### config.mk
export PLATFORM = sky130hd
export DESIGN_NAME = mem_access_ctrl
export DESIGN_NICKNAME = d
export VERILOG_FILES = /design/src/rtl/mem_pkg.sv /design/src/rtl/mem_lane_align.sv /design/src/rtl/mem_access_ctrl.sv
export SDC_FILE = /design/constraint.sdc
export NUM_CORES = 1
export LEC_CHECK = 0
export ABC_AREA = 1
export CAP_MARGIN = 15
export CORE_ASPECT_RATIO = 1.25
export CORE_UTILIZATION = 35
export DETAILED_ROUTE_END_ITERATION = 16
export PLACE_DENSITY_LB_ADDON = 0.15
export SKIP_CTS_REPAIR_TIMING = 1
export SLEW_MARGIN = 25
export SYNTH_ARGS = -nofsm -noshare
export SYNTH_HDL_FRONTEND = slang
export SYNTH_SLANG_ARGS = --single-unit
### constraint.sdc
create_clock -name clk -period 4.02 [get_ports clk]
set_input_delay 0.402 -clock clk [delete_from_list [all_inputs] [get_ports clk]]
set_output_delay 0.402 -clock clk [all_outputs]
set_load 0.02 [all_outputs]
### src/rtl/mem_pkg.sv
// Shared encodings, FSM state type and defaults for the data-memory load/store controller.
package mem_pkg;

    localparam logic [1:0] SIZE_B = 2'b00;
    localparam logic [1:0] SIZE_H = 2'b01;
    localparam logic [1:0] SIZE_W = 2'b10;
    localparam logic [1:0] SIZE_X = 2'b11;

    localparam int unsigned DEPTH_WORDS_DEF = 128;

    typedef enum logic [2:0] {
        IDLE,
        RD,
        CAPT,
        MERGE,
        WR,
        ERR,
        RESP
    } state_e;

    // True when the access cannot be served at this lane for this size.
    function automatic logic size_lane_bad(input logic [1:0] size, input logic [1:0] lane);
        logic bad;
        case (size)
            SIZE_B:  bad = 1'b0;
            SIZE_H:  bad = lane[0];
            SIZE_W:  bad = (lane != 2'b00);
            default: bad = 1'b1;
        endcase
        return bad;
    endfunction

endpackage

### src/rtl/mem_lane_align.sv
// Little-endian lane handling: extracts and extends loads, merges sub-word stores into a word.
module mem_lane_align
    import mem_pkg::*;
(
    input  logic [31:0] rdata,
    input  logic [31:0] wdata,
    input  logic [1:0]  lane,
    input  logic [1:0]  size,
    input  logic        is_unsigned,
    output logic [31:0] ld_data,
    output logic [31:0] st_word
);

    logic [4:0]  shamt;
    logic [31:0] shifted;
    logic [7:0]  ld_byte;
    logic [15:0] ld_half;
    logic [31:0] mask;
    logic [31:0] ins;

    always_comb begin
        shamt   = {lane, 3'b000};
        shifted = rdata >> shamt;
        ld_byte = shifted[7:0];
        ld_half = shifted[15:0];

        case (size)
            SIZE_B:  ld_data = is_unsigned ? {24'h0, ld_byte} : {{24{ld_byte[7]}}, ld_byte};
            SIZE_H:  ld_data = is_unsigned ? {16'h0, ld_half} : {{16{ld_half[15]}}, ld_half};
            default: ld_data = rdata;
        endcase
    end

    always_comb begin
        case (size)
            SIZE_B: begin
                mask = 32'h0000_00ff << shamt;
                ins  = {24'h0, wdata[7:0]} << shamt;
            end
            SIZE_H: begin
                mask = 32'h0000_ffff << shamt;
                ins  = {16'h0, wdata[15:0]} << shamt;
            end
            default: begin
                mask = 32'hffff_ffff;
                ins  = wdata;
            end
        endcase
        st_word = (rdata & ~mask) | (ins & mask);
    end

endmodule

### src/rtl/mem_access_ctrl.sv
// Load/store controller for a word-wide data memory with 1-cycle registered reads.
// Sub-word stores are built as read-modify-write; all outputs are registered.
module mem_access_ctrl
    import mem_pkg::*;
#(
    parameter int unsigned DEPTH_WORDS = DEPTH_WORDS_DEF,
    parameter logic [31:0] ADDR_BASE   = 32'h0
) (
    input  logic        clk,
    input  logic        rst,
    input  logic        req_valid,
    output logic        req_ready,
    input  logic        req_write,
    input  logic [1:0]  req_size,
    input  logic        req_unsigned,
    input  logic [31:0] req_addr,
    input  logic [31:0] req_wdata,
    output logic        resp_valid,
    output logic [31:0] resp_rdata,
    output logic        resp_err,
    output logic        mem_write,
    output logic [31:0] m_addr,
    output logic [31:0] m_w_data,
    input  logic [31:0] m_r_data
);

    state_e state_q, state_d;

    logic        accept;
    logic [31:0] off;
    logic [31:0] idx;
    logic        req_bad;

    logic        wr_q;
    logic [1:0]  size_q;
    logic        uns_q;
    logic [1:0]  lane_q;
    logic [31:0] wdata_q;

    logic        req_ready_q, req_ready_d;
    logic        mem_write_q, mem_write_d;
    logic        resp_valid_q, resp_valid_d;
    logic        resp_err_q, resp_err_d;
    logic [31:0] resp_rdata_q, resp_rdata_d;
    logic [31:0] m_addr_q, m_addr_d;
    logic [31:0] m_w_data_q, m_w_data_d;

    logic [31:0] ld_data;
    logic [31:0] st_word;

    assign accept  = req_valid && req_ready_q;
    assign off     = req_addr - ADDR_BASE;
    assign idx     = {2'b00, off[31:2]};
    // Addresses below ADDR_BASE wrap to a huge index and fail the range check.
    assign req_bad = size_lane_bad(req_size, off[1:0]) || (idx >= DEPTH_WORDS);

    mem_lane_align u_lane_align (
        .rdata       (m_r_data),
        .wdata       (wdata_q),
        .lane        (lane_q),
        .size        (size_q),
        .is_unsigned (uns_q),
        .ld_data     (ld_data),
        .st_word     (st_word)
    );

    always_ff @(posedge clk or posedge rst) begin
        if (rst) begin
            state_q <= IDLE;
        end else begin
            state_q <= state_d;
        end
    end

    always_comb begin
        state_d = state_q;
        unique case (state_q)
            IDLE: begin
                if (accept) begin
                    if (req_bad) begin
                        state_d = ERR;
                    end else if (req_write && (req_size == SIZE_W)) begin
                        state_d = WR;
                    end else begin
                        state_d = RD;
                    end
                end
            end
            RD:      state_d = wr_q ? MERGE : CAPT;
            CAPT:    state_d = RESP;
            MERGE:   state_d = WR;
            WR:      state_d = RESP;
            ERR:     state_d = RESP;
            RESP:    state_d = IDLE;
            default: state_d = IDLE;
        endcase
    end

    always_ff @(posedge clk or posedge rst) begin
        if (rst) begin
            wr_q    <= 1'b0;
            size_q  <= SIZE_W;
            uns_q   <= 1'b0;
            lane_q  <= 2'b00;
            wdata_q <= '0;
        end else if (accept) begin
            wr_q    <= req_write;
            size_q  <= req_size;
            uns_q   <= req_unsigned;
            lane_q  <= off[1:0];
            wdata_q <= req_wdata;
        end
    end

    // Outputs are decoded from the next state and registered alongside it.
    always_comb begin
        req_ready_d  = (state_d == IDLE);
        mem_write_d  = (state_d == WR);
        resp_valid_d = (state_d == RESP);
        resp_err_d   = (state_q == ERR) && (state_d == RESP);
        resp_rdata_d = resp_rdata_q;
        m_addr_d     = m_addr_q;
        m_w_data_d   = m_w_data_q;

        if (state_d == RESP) begin
            resp_rdata_d = (state_q == CAPT) ? ld_data : '0;
        end
        if ((state_q == IDLE) && ((state_d == RD) || (state_d == WR))) begin
            m_addr_d = idx;
        end
        if ((state_q == IDLE) && (state_d == WR)) begin
            m_w_data_d = req_wdata;
        end else if (state_q == MERGE) begin
            m_w_data_d = st_word;
        end
    end

    always_ff @(posedge clk or posedge rst) begin
        if (rst) begin
            req_ready_q  <= 1'b1;
            mem_write_q  <= 1'b0;
            resp_valid_q <= 1'b0;
            resp_err_q   <= 1'b0;
            resp_rdata_q <= '0;
            m_addr_q     <= '0;
            m_w_data_q   <= '0;
        end else begin
            req_ready_q  <= req_ready_d;
            mem_write_q  <= mem_write_d;
            resp_valid_q <= resp_valid_d;
            resp_err_q   <= resp_err_d;
            resp_rdata_q <= resp_rdata_d;
            m_addr_q     <= m_addr_d;
            m_w_data_q   <= m_w_data_d;
        end
    end

    assign req_ready  = req_ready_q;
    assign mem_write  = mem_write_q;
    assign resp_valid = resp_valid_q;
    assign resp_err   = resp_err_q;
    assign resp_rdata = resp_rdata_q;
    assign m_addr     = m_addr_q;
    assign m_w_data   = m_w_data_q;

endmodule

==> results.py, run 1 <==
metrics = {
    "status": {
        "outcome": "complete, no violations",
    },
    "global_routing": {
        "antenna_found_initial": 0,
        "grt_overflow": 0,
        "grt_pass1_vias": 6426,
        "grt_max_degree": 75,
        "grt.total_usage_pct": 23.3,
        "grt_pass1_wl_um": 36300,
    },
    "final_layout": {
        "nNetsFinal": 1143,
        "layout.cells.most_common": "clkdlybuf4s50_1",
        "diodes": 0,
        "drive_above_1_share_pct": 6.46,
        "instances_no_fill": 1318,
        "syn2layout_area_growth_pct": 40.2,
        "final_cell_mix": "clkdlybuf4s50_1 (200), dfrtp_1 (137), inv_1 (124)",
    },
    "synth": {
        "synth_edf_count": 0,
        "post_synth.cell_area_avg_sq_um": 8.08,
        "synth-seq-cells": 139,
        "synthCells": 863,
        "synth_area_sq_mm": 0.00698,
        "yosysSeqAreaShare_pct": 49.9,
        "synthArstFlopShare_pct": 100,
        "yosysWarningCount": 0,
        "yosys.cell_types.count": 38,
        "synth_ff_type": "dfrtp_1",
    },
    "sta": {
        "max_freq_mhz": 386,
        "setup_tns_ns": 0,
        "rsz0062_at_grt": "false",
        "max_slew.worst_pin.slew_ns": 1.03,
        "max_slew_margin_pct": 30.7,
        "timing.final.crit_share_pct": 64.5,
        "finalMaxSlewViolations": 0,
        "fin_crit_ns": 2.59,
        "holdWs_ns": 0.327,
        "final_hold_viol_count": 0,
        "skew_ns": 0.0102,
        "setup-violations-final": 0,
        "setup_ws_ns": 1.43,
    },
    "worst_setup_path": {
        "cp_max_fo": 26,
        "path_class": "reg -> reg",
        "endpoint_kind": "flip-flop",
        "worstSetupStartpoint": "state_q[1]",
        "r2r-start": "state_q[1]",
        "crit_required_ns": 4.33,
        "worstPathArrival_ns": 2.90,
        "startpoint_type": "flip-flop",
    },
    "power_and_ir_drop": {
        "power.share.sequential_pct": 29.7,
        "p_comb_share_pct": 47.2,
        "switching_share_pct": 42.5,
        "power.density_mw_per_mm2": 729,
        "fin_total_pwr_mw": 7.12,
        "leakagePower_nw": 4.36,
        "power.share.clock_pct": 23.1,
        "intPower_mw": 4.10,
        "switchingPower_mw": 3.03,
        "ir_drop_mv": 0.388,
    },
    "routing": {
        "wire_per_inst_um": 17.4,
        "drt_first_iter_violations": 455,
        "dr.pass1.iters": 5,
        "route.vias.total": 6624,
        "drt-vias-per-instance": 5.03,
        "drt-total-wl_um": 22900,
        "drc_errors": 0,
        "antenna_left": 0,
    },
    "place": {
        "dpl.cell_count": 1286,
        "port_buffers": 200,
        "post-dp-hpwl_um": 17000,
        "place.gp.congestion": 0.887,
        "dp_worst_setup_slack_ns": 1.02,
    },
    "floorplan": {
        "fp.dieW_um": 128,
        "num_io_pins": 203,
        "fp.coreArea_sq_mm": 0.0195,
        "initial_core_util_pct": 35.8,
        "die_height_um": 160,
        "die_area_sq_mm": 0.0205,
        "fp-row-count": 57,
    },
    "clocking": {
        "cts_tree": "built",
        "clk_pin_slew_ns": 0.06,
        "cts_max_level": 4,
        "clock-root-buffer": "clkbuf_16",
        "clock-sinks": 139,
        "cts.path.max_buffers": 2,
        "cts_made_buffers": 17,
        "clk_latency_ns": 0.43,
    },
    "min_path": {
        "hold_class": "in -> async",
    },
    "job": {
        "max-cap-violations": 0,
    },
}
## routing by layer
layer  GRT usage (%)  vias to the layer above  share of wire, %
met2            37.5                      223                48
met3            4.29                       47               4.8
met1            30.2                     3107                43
li1                -                     3247                 -
met5               0                        -                 0
met4            11.0                        0               3.5
## stage by stage
| stage | instance area, sq um | util (%) |
|---|---|---|
| 3_3_place_gp | 9160 | 47.0 |
| 5_1_grt | 9780 | 50.2 |
| 6_report | 9780 | 50.2 |
| 4_1_cts | 9780 | 50.2 |
| 3_5_place_dp | 9160 | 47.0 |
| 2_1_floorplan | 6980 | - |
## synth_stat cells, types with 2 or more instances
library cell | n | area [sq um]
nor3_1 | 5 | 25.0
a31oi_1 | 4 | 25.0
nand3_1 | 59 | 295
o21ai_0 | 110 | 551
nand2_1 | 110 | 413
inv_1 | 126 | 473
dfstp_2 | 2 | 52.6
o211ai_1 | 15 | 113
o221ai_1 | 16 | 140
nand4_1 | 40 | 250
buf_1 | 3 | 11.3
a221oi_1 | 4 | 35.0
o22ai_1 | 14 | 87.6
buf_2 | 7 | 35.0
nor2_2 | 7 | 43.8
and2_1 | 2 | 12.5
buf_6 | 2 | 22.5
nor2_1 | 80 | 300
a21oi_4 | 2 | 32.5
buf_4 | 7 | 52.6
o21ai_1 | 21 | 105
inv_2 | 5 | 18.8
clkbuf_1 | 32 | 120
a21oi_1 | 38 | 190
mux2_2 | 3 | 33.8
dfrtp_1 | 137 | 3430
## cells by family (layout without fill, tap and decap cells)
family	Yosys count	after routing	share of synthesized area, %
DFF	139	139	49.9
buffers and inverters	184	373	10.7
muxes	3	3	0.484
and+or+nand+nor	309	309	20.1
other	1	2	0.0538
AOI/OAI and AO/OA	227	227	18.7
## sequential cells by signal, indices dropped and copies added, names as in the netlist, 2 cells and up
name,flops
m_w_data,32
resp_rdata,32
wdata_q,32
m_addr,30
state_q,3
lane_q,2
size_q,2
## final cells by class
class                      count  area, sq um
sequential                   139         3480
fill                        1928         9690
timing repair buffer         209         2080
clock buffer                  27          513
tap                          265          332
multi-input combinational    541         2760
inverter                     132          502
clock inverter                 5          105
## power by group through the flow
stage	clock, mW	combinational [mW]	sequential, mW
3_5_place_dp	0	3.35	2.14
2_1_floorplan	0	1.94	2.37
3_3_place_gp	0	3.31	2.14
5_1_grt	1.74	3.72	2.18
4_1_cts	1.67	3.36	2.12
6_report	1.64	3.36	2.12
## worst max-delay path, stage by stage, from the launching register on
cell,delay (ns)
dfrtp_1,0.43
inv_1,0.14
nor3_2,0.08
inv_1,0.50
nand3_1,0.88
o22ai_1,0.45
## final timing paths
check / slack [ns] / cells after the start / end
worst max-delay path: 1.43 / 5 / resp_rdata[6]
worst min-delay path: 0.33 / 2 / resp_rdata[17]
worst max register to register: 1.43 / 5 / resp_rdata[6]
min in group clk: 0.49 / 2 / m_addr[27]
worst min register to register: 0.49 / 2 / m_addr[27]
max in group asynchronous: 2.71 / 3 / wdata_q[19]
Power figures use the tool's default switching activity.
==> run 2, diff against run 1 <==
==> constraint.sdc (replaced) <==
create_clock -name clk -period 2.4 [get_ports clk]
set_input_delay 0.24 -clock clk [delete_from_list [all_inputs] [get_ports clk]]
set_output_delay 0.24 -clock clk [all_outputs]
set_load 0.02 [all_outputs]
==> run 2 against run 1 <==
  * Largest cell class unchanged
  * Global-route usage down 0.34 points
  * Register-to-register slack worse by 1.2 ns
  * Critical endpoint is now resp_rdata[22]
  * Clock power is 55% higher
==> results.py, run 2 (synthesis results as in run 1) <==
metrics = {
    "status": {
        "outcome": "complete, no violations",
    },
    "routing": {
        "drt-total-wl_um": 22800,
        "drc_errors": 0,
        "antenna_left": 0,
        "wire_per_inst_um": 17.1,
        "dr.pass1.iters": 5,
        "drt_first_iter_violations": 376,
        "drt-vias-per-instance": 5.02,
        "route.vias.total": 6688,
    },
    "clocking": {
        "cts_made_buffers": 17,
        "cts_tree": "built",
        "clock-root-buffer": "clkbuf_16",
        "clock-sinks": 139,
        "cts_max_level": 4,
        "clk_latency_ns": 0.42,
        "cts.path.max_buffers": 2,
        "clk_pin_slew_ns": 0.06,
    },
    "floorplan": {
        "fp.coreArea_sq_mm": 0.0195,
        "fp.dieW_um": 128,
        "num_io_pins": 203,
        "fp-row-count": 57,
        "die_height_um": 160,
        "initial_core_util_pct": 35.8,
        "die_area_sq_mm": 0.0205,
    },
    "power_and_ir_drop": {
        "intPower_mw": 6.84,
        "ir_drop_mv": 0.677,
        "power.density_mw_per_mm2": 1220,
        "power.share.clock_pct": 21.2,
        "leakagePower_nw": 4.43,
        "fin_total_pwr_mw": 12.0,
        "switchingPower_mw": 5.17,
        "p_comb_share_pct": 49.1,
        "switching_share_pct": 43.0,
        "power.share.sequential_pct": 29.7,
    },
    "final_layout": {
        "area.sequential_sq_mm": 0.00348,
        "final_cell_mix": "clkdlybuf4s50_1 (200), dfrtp_1 (137), inv_1 (125)",
        "nNetsFinal": 1158,
        "drive_above_1_share_pct": 7.96,
        "layout.cells.most_common": "clkdlybuf4s50_1",
        "syn2layout_area_growth_pct": 41.7,
        "final_util_pct": 50.8,
        "fill_cells": 1888,
        "diodes": 0,
        "multi_input_area_sq_mm": 0.00276,
    },
    "sta": {
        "skew_ns": 0.00679,
        "fin_crit_ns": 2.21,
        "finalMaxSlewViolations": 0,
        "max_slew.worst_pin.slew_ns": 0.722,
        "final_hold_viol_count": 0,
        "max_slew_margin_pct": 51.8,
        "timing.final.crit_share_pct": 92.3,
        "setup-violations-final": 0,
        "rsz0062_at_grt": "false",
        "max_freq_mhz": 452,
        "setup_tns_ns": 0,
    },
    "min_path": {
        "hold_class": "in -> async",
    },
    "global_routing": {
        "grt.total_usage_pct": 23.0,
        "grt_pass1_vias": 6556,
        "grt_pass1_wl_um": 36200,
        "antenna_found_initial": 0,
        "grt_max_degree": 75,
        "grt_overflow": 0,
    },
    "place": {
        "post-dp-hpwl_um": 17100,
        "place.gp.congestion": 0.897,
        "port_buffers": 200,
    },
    "worst_setup_path": {
        "worstPathArrival_ns": 2.56,
        "ff2ff_path_depth": 8,
        "startpoint_type": "flip-flop",
        "crit_required_ns": 2.75,
        "path_class": "reg -> reg",
        "endpoint_kind": "flip-flop",
        "cp_max_fo": 16,
    },
    "job": {
        "max-cap-violations": 0,
    },
}
-- run 2: cell type report --
type                    count  share of cell area [%]
flip-flops and latches    139                    35.2
inverters                 132                    5.08
multi-input cells         541                    27.9
repair buffers            224                    22.6
clock inverters            10                   0.912
well taps                 265                    3.36
clock buffers              22                    4.90
-- run 2: worst paths after layout --
| kind | start | endpoint | slack, ns |
|---|---|---|---|
| max | lane_q[1] | resp_rdata[22] | 0.19 |
| min in group clk | req_addr[3] | m_addr[1] | 0.35 |
| max reg2reg | lane_q[1] | resp_rdata[22] | 0.19 |
| min reg2reg | m_addr[10] | m_addr[10] | 0.49 |
| min | rst | resp_valid | 0.31 |
| max in group asynchronous | rst | req_ready | 1.72 |
-- run 2: worst max-delay path, stage by stage (launching register included) --
cell and delay (ns):
dfrtp_1 0.50, nor2_2 0.36, inv_2 0.12, o211ai_2 0.15
nand2_1 0.10, or2_1 0.25, a21oi_4 0.34, o21ai_0 0.21
o21ai_0 0.11
-- run 2: stage by stage --
step | instance area, sq um | setup WS, ns | hold WS (ns) | instances
after global placement | 9310 | 0.212 | 0.479 | 1301
final | 9880 | 0.186 | 0.307 | 1333
after global routing | 9880 | 0.0118 | 0.341 | 1333
after detailed placement | 9310 | 0.166 | 0.483 | 1301
after floorplan | 6980 | 0.427 | 0.350 | 864
after CTS | 9880 | 0.203 | 0.323 | 1333
-- run 2: power groups by stage --
stage / clock, mW / sequential [mW] / combinational [mW]
6_report: 2.55 / 3.56 / 5.90
4_1_cts: 2.59 / 3.56 / 5.90
2_1_floorplan: 0 / 3.96 / 3.25
5_1_grt: 2.69 / 3.65 / 6.50
3_5_place_dp: 0 / 3.59 / 5.88
3_3_place_gp: 0 / 3.59 / 5.81
-- run 2: routing by layer --
layer / wire length [um] / GRT usage (%) / up-vias
li1: - / - / 3281
met5: 0 / 0 / -
met1: 9860 / 29.8 / 3118
met4: 726 / 9.84 / 0
met3: 1290 / 4.72 / 46
met2: 11000 / 37.0 / 243
